`src/rtl/sfifo_pkg.sv`:
```
// Shared definitions for the sfifo consumer blocks: default byte width,
// packer FSM state encoding, and a helper sizing the lane index.
package sfifo_pkg;

  localparam int DATA_WIDTH_DEFAULT = 8;

  typedef enum logic [0:0] {
    FILL  = 1'b0,
    FLUSH = 1'b1
  } pack_state_e;

  // Bits needed to index one of `lanes` byte lanes (at least 1).
  function automatic int lane_idx_width(input int lanes);
    return (lanes <= 2) ? 1 : $clog2(lanes);
  endfunction

endpackage

```
`src/rtl/sfifo_word_packer.sv`:
```
// sfifo_word_packer
// Pops bytes from the synchronous byte FIFO through its active-low read
// strobe, packs WORD_BYTES of them into one word (byte 0 in the low lane)
// and offers each word on a valid/ready port. A flush request pushes out
// whatever partial word is held, with unused lanes zeroed.
//
//  state | meaning
//  FILL  | normal packing; reads issued while room remains in the word
//  FLUSH | no new reads; wait for the in-flight byte, then emit partial word
module sfifo_word_packer
  import sfifo_pkg::*;
#(
  parameter int DATA_WIDTH = DATA_WIDTH_DEFAULT,
  parameter int WORD_BYTES = 4
) (
  input  logic                               clock,
  input  logic                               reset,
  input  logic [DATA_WIDTH-1:0]              fifo_data,
  input  logic                               fifo_empty,
  output logic                               fifo_read_n,
  input  logic                               flush,
  output logic [DATA_WIDTH*WORD_BYTES-1:0]   word_data,
  output logic [$clog2(WORD_BYTES+1)-1:0]    word_bytes,
  output logic                               word_valid,
  input  logic                               word_ready,
  output logic                               busy
);

  localparam int CW = $clog2(WORD_BYTES + 1);
  localparam int IW = lane_idx_width(WORD_BYTES);

  localparam logic [0:0] S_FILL  = FILL;
  localparam logic [0:0] S_FLUSH = FLUSH;

  logic [0:0]                     state;
  logic [CW-1:0]                  count;
  logic                           inflight;
  logic [DATA_WIDTH-1:0]          lanes [WORD_BYTES];
  logic [DATA_WIDTH*WORD_BYTES-1:0] packed_word;
  logic [CW-1:0]                  fill_lvl;
  logic                           out_free;
  logic                           rd_en;
  logic                           xfer_full;
  logic                           xfer_flush;
  logic                           xfer;

  // Bytes already held plus the one that will land this cycle; reads stop
  // once a full word is accounted for so nothing is over-fetched.
  assign fill_lvl = count + CW'(inflight);
  assign out_free = ~word_valid | word_ready;

  // Reset gates the strobe so no byte is popped only to be discarded.
  assign rd_en = ~reset & ~fifo_empty & (state == S_FILL) &
                 (fill_lvl < CW'(WORD_BYTES));
  assign fifo_read_n = ~rd_en;

  // A full word never coincides with an in-flight byte, and a flush move
  // waits for the in-flight byte, so capture and transfer never collide.
  assign xfer_full  = (state == S_FILL) && (count == CW'(WORD_BYTES)) && out_free;
  assign xfer_flush = (state == S_FLUSH) && !inflight && (count != '0) && out_free;
  assign xfer       = xfer_full | xfer_flush;

  assign busy = (count != '0) | inflight | word_valid;

  // Assemble the outgoing word, zeroing lanes not yet filled.
  always_comb begin
    packed_word = '0;
    for (int i = 0; i < WORD_BYTES; i++) begin
      if (CW'(i) < count) packed_word[i*DATA_WIDTH +: DATA_WIDTH] = lanes[i];
    end
  end

  // Byte capture into the pack register; lanes past count are masked off.
  always_ff @(posedge clock) begin
    if (inflight && !reset) lanes[count[IW-1:0]] <= fifo_data;
  end

  // Pack count, read-in-flight flag and FILL/FLUSH sequencing.
  always_ff @(posedge clock) begin
    if (reset) begin
      state    <= S_FILL;
      count    <= '0;
      inflight <= 1'b0;
    end else begin
      inflight <= rd_en;
      if (xfer)          count <= '0;
      else if (inflight) count <= count + 1'b1;

      case (state)
        S_FILL: begin
          if (!xfer_full && flush && (fill_lvl != '0)) state <= S_FLUSH;
        end
        S_FLUSH: begin
          if (!inflight && ((count == '0) || out_free)) state <= S_FILL;
        end
        default: state <= S_FILL;
      endcase
    end
  end

  // Output register: load on transfer, hold until accepted.
  always_ff @(posedge clock) begin
    if (reset) begin
      word_valid <= 1'b0;
      word_data  <= '0;
      word_bytes <= '0;
    end else if (xfer) begin
      word_valid <= 1'b1;
      word_data  <= packed_word;
      word_bytes <= count;
    end else if (word_ready) begin
      word_valid <= 1'b0;
    end
  end

endmodule

```
`config.mk`:
```
export PLATFORM = sky130hd
export DESIGN_NAME = sfifo_word_packer
export DESIGN_NICKNAME = d
export VERILOG_FILES = /design/src/rtl/sfifo_pkg.sv /design/src/rtl/sfifo_word_packer.sv
export SDC_FILE = /design/constraint.sdc
export NUM_CORES = 1
export LEC_CHECK = 0
export ABC_AREA = 1
export CAP_MARGIN = 40
export CORE_AREA = 2 2 126 97
export CTS_CLUSTER_SIZE = 14
export DETAILED_ROUTE_END_ITERATION = 6
export DIE_AREA = 0 0 128 99
export DONT_BUFFER_PORTS = 1
export PLACE_DENSITY = 0.41
export SLEW_MARGIN = 30
export SYNTH_ARGS = -nofsm -noshare
export SYNTH_HDL_FRONTEND = slang
export SYNTH_SLANG_ARGS = --single-unit
```
`constraint.sdc`:
```
create_clock -name clock -period 1.7 [get_ports clock]
set_input_delay 0.34 -clock clock [delete_from_list [all_inputs] [get_ports clock]]
set_output_delay 0.34 -clock clock [all_outputs]
set_load 0.01 [all_outputs]
```
### After elaboration in Yosys (flattened, before gate mapping)

Memory sizes are Yosys's and may differ from the RTL's. A register that Yosys moved wholly into a read port is not among the register bits.
Cells that the tools add are included.

* bits in latches: 0
* memories kept: 1
* memory bits (writable): 32
* flip-flop bits (word level): 41
* word-level logic and storage cells: 56
* bits of input ports: 13
* memory bits (read-only): 0
* output and inout bits: 38

Memory list
* lanes: words 4, width 8, rd ports 4, clocked after Yosys merged registers in 1, write ports 1, RTL line sfifo_word_packer.sv:38 `logic [DATA_WIDTH-1:0] lanes [WORD_BYTES];`

* div/mod/pow operators: 0
* add/sub/neg operators: 2
* multiply operators: 0
* $lt $le $gt $ge: 5
* equality and inequality tests: 1
* bitwise gates (word level): 12
* multiplexer cells: 11
* reduce and logical (&&, ||, !) cells: 18
* shift-type cells: 0

Operators with widths (number)
* $mux W8: 4
* $logic_and A1 B1 Y1: 9
* $lt A1 B3 Y1 const A: 2
* $lt A2 B3 Y1 const A: 2
* $mux W1: 6
* $reduce_bool A3 Y1: 2
* $not A1 Y1: 5
* $or A1 B1 Y1: 4
* $add A3 B1 Y3: 1
* $add A3 B1 Y3 const B: 1
* $and A1 B1 Y1: 3
* $eq A3 B3 Y1 const B: 1
* $logic_not A1 Y1: 3
* $logic_not A3 Y1: 1
* $lt A3 B3 Y1 const B: 1
* $pmux W1 S2: 1
* $reduce_bool A2 Y1: 1
* $reduce_or A2 Y1: 1
* $logic_or A1 B1 Y1: 1

### Longest topological paths before layout

* word-level depth: 8
* mapped depth: 9
* depth with buffers taken out: 8

### Worst setup path after synthesis

OpenSTA, ideal clock, no wires.

* kind: register to register
* start point: reg count[1]
* end point: mem lanes[0][0] in the netlist's numbering, enable pin
* slack: 0.264 ns
* arrival: 1.065 ns
* path buffers: 0
* data required time: 1.330 ns
* clock period less this slack: 1.436 ns
* library setup time: 0.370 ns
* cell stages (with the launch flop): 5
* cell sequence: dfxtp_1 inv_1 ha_1 inv_1 nor2_1

RTL lines
* start, declared: RTL line sfifo_word_packer.sv:36 `logic [CW-1:0] count;`
* start signal, assigned: RTL line sfifo_word_packer.sv:87 `else if (inflight) count <= count + 1'b1;`
* end, declared: RTL line sfifo_word_packer.sv:38

Straight into the memory's write port.

### Final worst setup path

* start point: reg count[0]
* end point: out fifo_read_n

* cells in the longest elaborated chain, start to end: 4

RTL lines
* $add A3 B1 Y3: RTL line sfifo_word_packer.sv:49 `assign fill_lvl = count + CW'(inflight);`
* $lt A3 B3 Y1: RTL line sfifo_word_packer.sv:54 `(fill_lvl < CW'(WORD_BYTES));`
* $and A1 B1 Y1: RTL line sfifo_word_packer.sv:53 `assign rd_en = ~reset & ~fifo_empty & (state == S_FILL) &`
* $not A1 Y1: RTL line sfifo_word_packer.sv:55 `assign fifo_read_n = ~rd_en;`
* end, declared: RTL line sfifo_word_packer.sv:20 `output logic fifo_read_n,`

No other way between the ends.

==> results.cfg <==
[drt]
antenna_left = 0
drt_first_pass_iters = 4
viasPerCell = 4.53
routed_wl_mm = 7.23
wl_per_cell_um = 16.8
vias = 1951
drtIter0Drc = 134
drc = 0

[logic_synthesis]
synth.area.top_cells = edfxtp_1, dfxtp_1, nand4_1, nand3_1, nand2_1
synth_edf_count = 32
ys_seq_area_share_pct = 63.2
yosysTopAreaCellShare_pct = 34.1
synthCells = 271
yosysMostFrequentCell = nand2_1
synth_flop_cell = dfxtp_1
syn_area_um2 = 2820
synth-warning-count = 0
yosysTopAreaCell = edfxtp_1
synthArstFlopShare_pct = 0
ys_types = 22
syn_nets = 290
postSynthAreaPerCell_um2 = 10.4
synth_common_cells = nand2_1, dfxtp_1, nand3_1
synth-seq-cells = 73

[grt]
overflow = 0
grt_util_all_layers_pct = 12.3
grt_pass1_vias = 1976
grt_max_degree = 36
grt_pass1_wl_mm = 11.6
antenna_found_initial = 0

[placed_design]
dpl.hpwl_mm = 4.87
port-buffer-count = 0
post_dp_cell_area_um2 = 3000
dp.cells = 415
routabilityCongestion = 0.732

[power]
total_power_mw = 3.81
ir_drop_mv = 0.514
pwr-share-comb_pct = 3.7
swShare_pct = 20.7
power_density_nw_per_um2 = 1140
seq_power_share_pct = 49.0
p_sw_mw = 0.788
pwr-share-clk_pct = 47.3
p_int_mw = 3.03
p_leak_nw = 1.37

[finish]
final_area_um2 = 3350
multi_input_area_um2 = 883
final_nets = 301
n_fill_cell = 1205
layout-drive-gt1-share_pct = 15.3
area.growth.synth_to_final_pct = 18.7
antenna_cells = 0
stdcell_count = 431
ff_latch_area_um2 = 1780

[worst_hold_path]
hold_depth = 0
hold_path.class = input port to flip-flop

[cts]
htreeDepth = 3
path_clk_slew_ns = 0.06
clockBufferDepth = 2
postCtsSetupBuffers = 0
cts_root_buf = clkbuf_16
cts_tree = built
hold_buffers = 0
clk_latency_ns = 0.33
cts_sinks = 73
cts_buffers = 9

[setup_path]
crit_type = flip-flop to output pin
worstPathMaxFanout = 5
r2r_cells = 8
startpoint_type = flip-flop
critical_path_required_ns = 1.36
crit_arrival_ns = 1.30
endpoint_kind = output pin

[sta]
slew_headroom_pct = 75.1
setup_viol = 0
hold_violations = 0
fin_skew_ns = 0.00404
worstMarginPinSlew_ns = 0.373
period_needed_ns = 1.64
min_period_over_period_pct = 96.7
tns_ns = 0
hold_ws_ns = 0.104
slew_violations = 0
fmax_mhz = 609

[die]
die_x_um = 128
start_util_pct = 24.7
dieArea_um2 = 12700
fp.dieH_um = 99
ios = 51
fp.coreArea_um2 = 11400
num_rows = 34

[outcome]
status = finished clean

[flow_run]
max_cap_viol_count = 0
kinds of logic after synthesis:
family | count (synthesis) | share of synthesized area [%]
flip-flops | 73 | 63.2
AND/OR/NAND/NOR | 145 | 25.4
adder cells (fa/ha/maj) | 6 | 2.66
buffers and inverters | 39 | 7.33
AO/OA/AOI/OAI | 8 | 1.42
worst max-delay path: stages, from the launching register on:
cell	delay, ns
dfxtp_2	0.32
buf_6	0.13
ha_4	0.16
ha_4	0.15
inv_2	0.04
nand2_2	0.06
nand3_4	0.11
repair_timing:
action / in CTS / in global routing
endpoints found under the setup margin: 1 / 35
resized for setup: 10 / 5
pin swaps: 1 / 1
per-layer routing:
metal,share of wire (%),GRT usage [%]
met5,0,0
met3,8.5,5.54
met1,51,17.1
met4,1.3,4.31
met2,39,16.7
state kept, by name, indices dropped and copies added (netlist names):
name and cells:
word_valid 1, state 1, word_data 32, inflight 1
word_bytes 3, count 3, lanes 32
power groups by stage:
stage	combinational (mW)	clock (mW)	sequential, mW
after floorplan	0.0969	0	1.90
after global placement	0.134	0	1.90
after detailed placement	0.133	0	1.90
after CTS	0.137	1.86	1.87
after global routing	0.159	1.94	1.87
final	0.140	1.80	1.87
metrics by stage:
| stage | utilization, % | setup slack, ns |
|---|---|---|
| after floorplan | - | 0.264 |
| after global placement | 26.3 | 0.141 |
| after detailed placement | 26.3 | 0.0847 |
| after CTS | 29.0 | 0.0000285 |
| after global routing | 29.3 | -0.00170 |
| final | 29.3 | 0.0566 |
area by class of cell:
type | count | area share (%)
flip-flops and latches | 73 | 53.3
multi-input cells | 159 | 26.4
clock buffers | 12 | 7.07
well taps | 144 | 5.39
repair buffers | 17 | 4.04
inverters | 22 | 2.47
clock inverters | 4 | 1.31
cell usage in the layout, fill, tap and decap left out, types with 3 or more instances in the layout:
cell and n:
inv_1 20, buf_4 15, a21oi_1 6, nand2_1 44, nor2_1 18, nand4_1 34, dfxtp_1 39, edfxtp_1 32
clkbuf_1 3, nand3_1 39, nand2_2 4, ha_1 4, clkbuf_16 9
final timing paths:
kind | from | end | slack (ns)
worst max-delay path | count[0]$_SDFFE_PP0P_ | fifo_read_n | 0.06
worst min-delay path | fifo_data[7] | lanes[3][7]$_DFFE_PP_ | 0.10
worst max register to register | count[0]$_SDFFE_PP0P_ | word_bytes[2]$_SDFFE_PP0P_ | 0.13
worst min register to register | lanes[0][1]$_DFFE_PP_ | word_data[1]$_SDFFE_PP0P_ | 0.47
(Power assumes the default switching activity.)
